$ cat config.mk
export PLATFORM = sky130hd
export DESIGN_NAME = i2c_bus_sync
export DESIGN_NICKNAME = d
export VERILOG_FILES = /design/src/rtl/i2c_model_pkg.sv /design/src/rtl/i2c_bus_sync.sv
export SDC_FILE = /design/constraint.sdc
export NUM_CORES = 1
export LEC_CHECK = 0
export CORE_AREA = 8 8 45 47
export DETAILED_ROUTE_END_ITERATION = 10
export DIE_AREA = 0 0 53 55
export HOLD_SLACK_MARGIN = 0.03
export PLACE_DENSITY = 0.45
export SLEW_MARGIN = 10
export SYNTH_ARGS = -nofsm -noshare
export SYNTH_HDL_FRONTEND = slang
export SYNTH_SLANG_ARGS = --single-unit
$ cat constraint.sdc
create_clock -name clk_i -period 2.2 [get_ports clk_i]
set_input_delay 0.44 -clock clk_i [delete_from_list [all_inputs] [get_ports clk_i]]
set_output_delay 0.44 -clock clk_i [all_outputs]
set_load 0.01 [all_outputs]
$ cat src/rtl/i2c_model_pkg.sv
// Shared types for the virtual I2C bus models: target FSM states, bus events
// and the ACK/NACK bus levels.
package i2c_model_pkg;

  typedef enum logic [3:0] {
    Idle, Addr, AddrAck, Ptr, PtrAck, WrData, WrAck, RdData, RdAck, Ignore
  } i2c_tgt_state_e;

  typedef enum logic [2:0] {
    EvNone, EvStart, EvStop, EvSclRise, EvSclFall
  } bus_ev_e;

  // SDA level seen on the ninth clock of a byte.
  localparam logic Ack  = 1'b0;
  localparam logic Nack = 1'b1;

  typedef struct packed {
    logic [7:0] idx;
    logic [7:0] data;
  } wr_evt_t;

endpackage

$ cat src/rtl/i2c_bus_sync.sv
// Two-flop synchroniser for SCL/SDA plus START/STOP/SCL-edge decode on the
// synchronised levels. START/STOP win over a coincident SCL edge.
module i2c_bus_sync import i2c_model_pkg::*; (
  input  logic    clk_i,
  input  logic    rst_ni,
  input  logic    scl_i,
  input  logic    sda_i,
  output logic    sda_o,
  output bus_ev_e ev_o
);

  logic [1:0] scl_ff, sda_ff;
  logic       scl_q, sda_q;

  // Reset to the idle (released) bus level so leaving reset never looks like an edge.
  always_ff @(posedge clk_i or negedge rst_ni) begin
    if (!rst_ni) begin
      scl_ff <= 2'b11;
      sda_ff <= 2'b11;
      scl_q  <= 1'b1;
      sda_q  <= 1'b1;
    end else begin
      scl_ff <= {scl_ff[0], scl_i};
      sda_ff <= {sda_ff[0], sda_i};
      scl_q  <= scl_ff[1];
      sda_q  <= sda_ff[1];
    end
  end

  assign sda_o = sda_ff[1];

  always_comb begin
    ev_o = EvNone;
    if (scl_q && scl_ff[1] && sda_q && !sda_ff[1])      ev_o = EvStart;
    else if (scl_q && scl_ff[1] && !sda_q && sda_ff[1]) ev_o = EvStop;
    else if (!scl_q && scl_ff[1])                       ev_o = EvSclRise;
    else if (scl_q && !scl_ff[1])                       ev_o = EvSclFall;
  end

endmodule

* Word level (Yosys, flattened, before mapping)
Cells that the tools add are included.
Operators by class: muxes and demuxes 4, reduce and logical (&&, ||, !) cells 11
Operator list (count):
- $mux W3 | 4
- $logic_and A1 B1 Y1 | 7
- $logic_not A1 Y1 | 4
Word-level totals: register bits 6, output and inout port bits 4, logic and storage cells 19

* Longest topological paths before layout
Gate-level depths: netlist of run 1.
depth in word-level cells 6, mapped depth 2, gate-level depth less buffers 2

* Worst setup path after synthesis of run 1
No wires, ideal clock.
kind register to output, start point register sda_ff[1], end point output ev_o[1], arrival time 0.832 ns, path slack 0.928 ns, cell stages (with the launch flop) 3, path through dfstp_2 > nand2b_1 > a21boi_1
Between the ends: word-level cells in the longest chain between the ends 3, elaborated cells between the ends (all ways) 5, classes of those cells mux: 2; reduce/logical: 3
RTL lines:
- start, declared | line i2c_bus_sync.sv:12 | logic [1:0] scl_ff, sda_ff;
- start signal, assigned | line i2c_bus_sync.sv:24 | sda_ff <= {sda_ff[0], sda_i};
- $logic_and A1 B1 Y1 or $logic_not A1 Y1 (tied branches) | line i2c_bus_sync.sv:35, i2c_bus_sync.sv:34
- $mux W3 or $logic_and A1 B1 Y1 (tied branches) | line i2c_bus_sync.sv:35, i2c_bus_sync.sv:34
- $mux W3 * | line i2c_bus_sync.sv:34 | if (scl_q && scl_ff[1] && sda_q && !sda_ff[1]) ev_o = EvStart;
- end, declared | line i2c_bus_sync.sv:9 | output bus_ev_e ev_o
Mark *: on every way between the ends. The rest lies on a longest branch, timed or not.

* Worst setup path in the final report of run 1
Same ends and word-level chain as after synthesis.

==> results of run 1 <==
## path summary, 6_finish.rpt
check                          start         to  slack [ps]  cells past startpoint
setup / recovery           sda_ff[1]    ev_o[1]         220                      3
hold reg to reg            sda_ff[0]  sda_ff[1]         350                      0
hold / removal             sda_ff[0]  sda_ff[1]         350                      0
min in group asynchronous     rst_ni      scl_q         670                      1
setup reg to reg           sda_ff[1]      sda_q        1590                      0
max in group asynchronous     rst_ni  scl_ff[0]        1510                      1
## synthesized netlist by cell type
cell type	count	area [sq um]
sky130_fd_sc_hd__dfstp_2	6	158
sky130_fd_sc_hd__nand2b_1	2	12.5
sky130_fd_sc_hd__a21boi_1	2	15.0
sky130_fd_sc_hd__nor2b_1	1	6.26
## routing by layer
metal,vias to the layer above,share of wire [%]
met3,0,17
met1,60,46
li1,55,-
met4,0,0
met5,-,0
met2,10,37
## cells by family after synthesis
| logic type | after synthesis | synth area share [%] |
|---|---|---|
| and+or+nand+nor | 3 | 9.80 |
| AOI/OAI and AO/OA | 2 | 7.84 |
| DFF | 6 | 82.4 |
## sequential cells by signal (all words and copies together) (netlist names)
name / flops
scl_ff: 2
scl_q: 1
sda_ff: 2
sda_q: 1
## through the flow
| step | instances | worst slack [ps] |
|---|---|---|
| after floorplan | 11 | 928 |
| after global placement | 34 | 498 |
| after detailed placement | 34 | 467 |
| after CTS | 37 | 200 |
| after global routing | 37 | 146 |
| final | 37 | 216 |
## power by group through the flow
stage	Sequential (mW)	Clock (mW)	Combinational (mW)
6_report	0.124	0.0988	0.0217
4_1_cts	0.124	0.104	0.0222
5_1_grt	0.125	0.111	0.0237
3_3_place_gp	0.125	0	0.0216
3_5_place_dp	0.126	0	0.0221
2_1_floorplan	0.125	0	0.00555
## cell type report
class / count / share of cell area [%]
well taps: 16 / 6.58
clock buffers: 3 / 7.41
repair buffers: 7 / 23.0
multi-input cells: 5 / 11.1
flip-flops and latches: 6 / 51.9
## placed cells by master, fill, tap and decap left out
master | Yosys | layout
sky130_fd_sc_hd__clkdlybuf4s50_1 | 0 | 7
sky130_fd_sc_hd__dfstp_2 | 6 | 6
sky130_fd_sc_hd__clkbuf_4 | 0 | 3
sky130_fd_sc_hd__nand2b_1 | 2 | 2
sky130_fd_sc_hd__a21boi_1 | 2 | 2
sky130_fd_sc_hd__nor2b_1 | 1 | 1
## worst max-delay path: cells and delay by family (launching register included)
family | cells | cell delay (ps)
flip-flops | 1 | 550
buffers and inverters | 1 | 550
AO/OA/AOI/OAI | 1 | 150
AND/OR/NAND/NOR | 1 | 60
==> results.py, run 1 <==
metrics = {
    "run_status": {
        "outcome": "complete, no violations",
    },
    "synth": {
        "netlist-cell-type-count": 4,
        "synth_cells": 11,
        "ys_seq_area_share_pct": 82.4,
        "flip_flop_and_latch_count_after_synthesis": 6,
        "postSynthNetCount": 15,
        "yosysWarnings": 0,
        "syn-cell-area_sq_um": 191,
        "average_footprint_of_a_synthesized_cell_sq_um": 17.4,
    },
    "cells_and_area": {
        "nets": 27,
        "finalCoreUtilization_pct": 22.0,
        "layout-area-overhead-vs-synth_pct": 58.8,
        "fillerInstances": 142,
        "area.sequential_sq_um": 158,
        "multi_input_gate_area_sq_um": 33.8,
        "proportion_of_layout_cells_with_a_drive_suffix_above_1_pct": 42.9,
        "diodes": 0,
        "design_area_sq_um": 304,
    },
    "global_route": {
        "met3_usage_pct": 4.01,
        "antenna_found_initial": 0,
        "track_usage_pct": 3.19,
        "grt_most_used_layer": "met3",
        "first_global_vias": 141,
        "grt_util_met1_pct": 2.78,
        "globalRouteOverflowTotal": 0,
        "grtUsageMet2_pct": 3.13,
        "grt_start_max_net_pins": 7,
        "first_pass_grt_wire_length_um": 572,
    },
    "drt": {
        "via_per_inst": 3.38,
        "ant_nets": 0,
        "detail_route.wirelength_um": 362,
        "drcViolationCount": 0,
        "routed-via-count": 125,
        "drt_pre_antenna_iters": 1,
        "first_iter_violations": 0,
        "detail_route.wl_per_cell_um": 9.78,
    },
    "clock_network": {
        "number_of_sinks_driven_by_the_clock_tree": 6,
        "cts.root.buffer_cell": "sky130_fd_sc_hd__clkbuf_4",
        "ctsLongestPathBuffers": 2,
        "insertion_delay_ps": 240,
        "tritoncts_clock_tree": "done",
        "cts_hold_repair_buffers": 0,
        "post_cts_repair_timing_setup_buffer_count": 0,
        "cts-buffers-inserted": 3,
        "clk_pin_slew_worst_paths_ps": 40,
        "cts-htree-levels": 1,
        "postCtsResizedCells": 0,
    },
    "worst_setup_path": {
        "largest_stage_delay_on_the_critical_path_ps": 550,
        "worst_path_max_delay_cell": "sky130_fd_sc_hd__dfstp_2",
        "cp_data_arrival_time_ps": 1540,
        "crit_path_end_kind": "output port",
        "worst_setup_path_start_kind": "flop",
        "worstPathMaxFanout": 4,
        "crit_type": "reg2out",
        "worstPathRequired_ps": 1760,
        "crit_path_cell_trace": "nand2b_1, a21boi_1, clkdlybuf4s50_1",
    },
    "floorplan": {
        "boundaryPins": 8,
        "fp.dieArea_sq_um": 2920,
        "floorplan.initialDensity_pct": 13.8,
        "dieWidth_um": 53,
        "core_area_sq_um": 1380,
        "num_rows": 14,
        "die_height_um": 55,
    },
    "timing": {
        "whs_ps": 352,
        "final-max-slew-violation-count": 0,
        "setup_total_negative_slack_ps": 0,
        "layout_worst_path_cycle_share_pct": 90.2,
        "rsz0062_at_grt": "no",
        "hold_viol_final": 0,
        "timing.fmax_ghz": 0.504,
        "time_the_worst_path_needs_with_i_o_delays_and_setup_ps": 1980,
        "setup_viol": 0,
        "timing_worst_slew_pin_value_ps": 246,
        "relSlewSlack_pct": 83.5,
        "fin_worst_skew_ps": 2.36,
    },
    "pwr": {
        "power.combinational.fraction_pct": 8.9,
        "power_mw": 0.245,
        "seq_power_share_pct": 50.8,
        "max-vdd-ir-drop_v": 0.000287,
        "intPower_mw": 0.197,
        "total_switching_power_mw": 0.0480,
        "powerDensity_nw_per_um2": 805,
        "clockPowerShare_pct": 40.4,
        "static-leakage-power_nw": 0.116,
        "netSwitchingFraction_pct": 19.6,
    },
    "placed_design": {
        "portBuffers": 7,
        "replace_congestion": 0.639,
        "area_after_detailed_placement_sq_um": 282,
    },
    "flow_run": {
        "max_cap_viol_count": 0,
    },
    "worst_hold_path": {
        "worst_hold_path_type": "reg2reg",
    },
}
(Power assumes the default switching activity.)
==> run 2, diff against run 1 <==
--- a/config.mk
+++ b/config.mk
@@ -8,8 +8,10 @@
 export CORE_AREA = 8 8 45 47
 export DETAILED_ROUTE_END_ITERATION = 10
 export DIE_AREA = 0 0 53 55
+export GPL_ROUTABILITY_DRIVEN = 0
 export HOLD_SLACK_MARGIN = 0.03
 export PLACE_DENSITY = 0.45
+export SETUP_SLACK_MARGIN = 0.4
 export SLEW_MARGIN = 10
 export SYNTH_ARGS = -nofsm -noshare
 export SYNTH_HDL_FRONTEND = slang
==> results.py, run 2 (synthesis results as in run 1) <==
metrics = {
    "pwr": {
        "static-leakage-power_nw": 0.134,
        "powerDensity_nw_per_um2": 799,
        "max-vdd-ir-drop_v": 0.000285,
        "power_mw": 0.242,
    },
    "floorplan": {
        "fp.dieArea_sq_um": 2920,
        "core_area_sq_um": 1380,
        "boundaryPins": 8,
        "die_height_um": 55,
        "num_rows": 14,
        "dieWidth_um": 53,
        "floorplan.initialDensity_pct": 13.8,
    },
    "timing": {
        "timing.fmax_ghz": 0.587,
        "time_the_worst_path_needs_with_i_o_delays_and_setup_ps": 1700,
        "setup_slack_ps": 496,
        "layout_worst_path_cycle_share_pct": 77.4,
        "fin_worst_skew_ps": 2.36,
        "hold_viol_final": 0,
        "timing_worst_slew_pin_value_ps": 246,
        "relSlewSlack_pct": 83.5,
        "setup_total_negative_slack_ps": 0,
        "final-max-slew-violation-count": 0,
        "rsz0062_at_grt": "no",
        "setup_viol": 0,
    },
    "drt": {
        "drt_pre_antenna_iters": 1,
        "detail_route.wirelength_um": 366,
        "via_per_inst": 3.38,
        "drcViolationCount": 0,
        "first_iter_violations": 0,
        "routed-via-count": 125,
        "ant_nets": 0,
        "detail_route.wl_per_cell_um": 9.89,
    },
    "global_route": {
        "track_usage_pct": 3.19,
        "first_global_vias": 141,
        "antenna_found_initial": 0,
        "grt_start_max_net_pins": 7,
        "globalRouteOverflowTotal": 0,
        "first_pass_grt_wire_length_um": 572,
    },
    "flow_run": {
        "max_cap_viol_count": 0,
    },
    "clock_network": {
        "ctsLongestPathBuffers": 2,
        "cts-htree-levels": 1,
        "tritoncts_clock_tree": "done",
        "cts-buffers-inserted": 3,
        "cts.root.buffer_cell": "sky130_fd_sc_hd__clkbuf_4",
        "number_of_sinks_driven_by_the_clock_tree": 6,
        "clk_pin_slew_worst_paths_ps": 40,
        "insertion_delay_ps": 240,
    },
    "cells_and_area": {
        "proportion_of_layout_cells_with_a_drive_suffix_above_1_pct": 42.9,
        "diodes": 0,
        "layout-area-overhead-vs-synth_pct": 58.2,
        "fillerInstances": 142,
        "finalCoreUtilization_pct": 21.9,
        "most-common-layout-cells": "sky130_fd_sc_hd__dfstp_2 (6), sky130_fd_sc_hd__clkbuf_4 (3), sky130_fd_sc_hd__clkdlybuf4s50_1 (3), sky130_fd_sc_hd__dlygate4sd2_1 (3)",
        "nets": 27,
        "layout.cells.most_common": "sky130_fd_sc_hd__dfstp_2",
        "reg.largest.list": "scl_ff: 2 flops, sda_ff: 2 flops",
    },
    "worst_setup_path": {
        "worst_setup_path_start_kind": "flop",
        "worstPathRequired_ps": 1760,
        "cp_data_arrival_time_ps": 1260,
        "worstPathMaxFanout": 4,
        "crit_type": "reg2out",
        "crit_path_end_kind": "output port",
    },
    "placed_design": {
        "portBuffers": 7,
        "preCtsSetupSlack_ps": 467,
    },
    "run_status": {
        "outcome": "complete, no violations",
    },
    "worst_hold_path": {
        "worst_hold_path_type": "reg2reg",
    },
}
[run 2: layout make-up]
type / instances / area [sq um] / area share [%]
tap: 16 / 20.0 / 6.61
clock buffer: 3 / 22.5 / 7.44
sequential: 6 / 158 / 52.1
timing repair buffer: 7 / 68.8 / 22.7
multi-input combinational: 5 / 33.8 / 11.2
[run 2: critical path, stage by stage, from the launching register on]
cell and delay (ps):
sky130_fd_sc_hd__dfstp_2 550, sky130_fd_sc_hd__nand2b_1 60, sky130_fd_sc_hd__a21boi_1 140, sky130_fd_sc_hd__dlygate4sd2_1 280
[run 2: what timing repair did]
action | 4_1_cts | 5_1_grt
pin swaps | 0 | 0
setup endpoints to repair | 3 | 1
hold buffers | 0 | 0
resized for setup | 3 | 1
buffers inserted | 0 | 0
[run 2: metrics by stage]
| stage | cells | hold slack [ps] | instance area (sq um) |
|---|---|---|---|
| 3_3_place_gp | 34 | 346 | 282 |
| 6_report | 37 | 352 | 303 |
| 4_1_cts | 37 | 355 | 300 |
| 2_1_floorplan | 11 | 292 | 191 |
| 5_1_grt | 37 | 355 | 303 |
| 3_5_place_dp | 34 | 349 | 282 |
[run 2: path summary, 6_finish.rpt]
kind / slack, ps / cells after the start / startpoint / endpoint
worst max-delay path: 500 / 3 / sda_ff[1] / ev_o[1]
worst min register to register: 350 / 0 / sda_ff[0] / sda_ff[1]
worst max register to register: 1590 / 0 / sda_ff[1] / sda_q
max in group asynchronous: 1510 / 1 / rst_ni / scl_ff[0]
worst min-delay path: 350 / 0 / sda_ff[0] / sda_ff[1]
min in group asynchronous: 670 / 1 / rst_ni / scl_q
[run 2: metal layers]
metal / wire (um) / part of all wire, % / track usage, %
met5: 0 / 0 / 0
met3: 61 / 17 / 4.01
met4: 0 / 0 / 3.88
met2: 134 / 37 / 3.13
met1: 169 / 46 / 2.78
[run 2: where the power goes]
part	internal [mW]	total, mW	leakage [nW]	switching [mW]
Clock	0.0615	0.0988	0.0138	0.0373
Combinational	0.0116	0.0189	0.0571	0.00736
Sequential	0.121	0.124	0.0631	0.00327
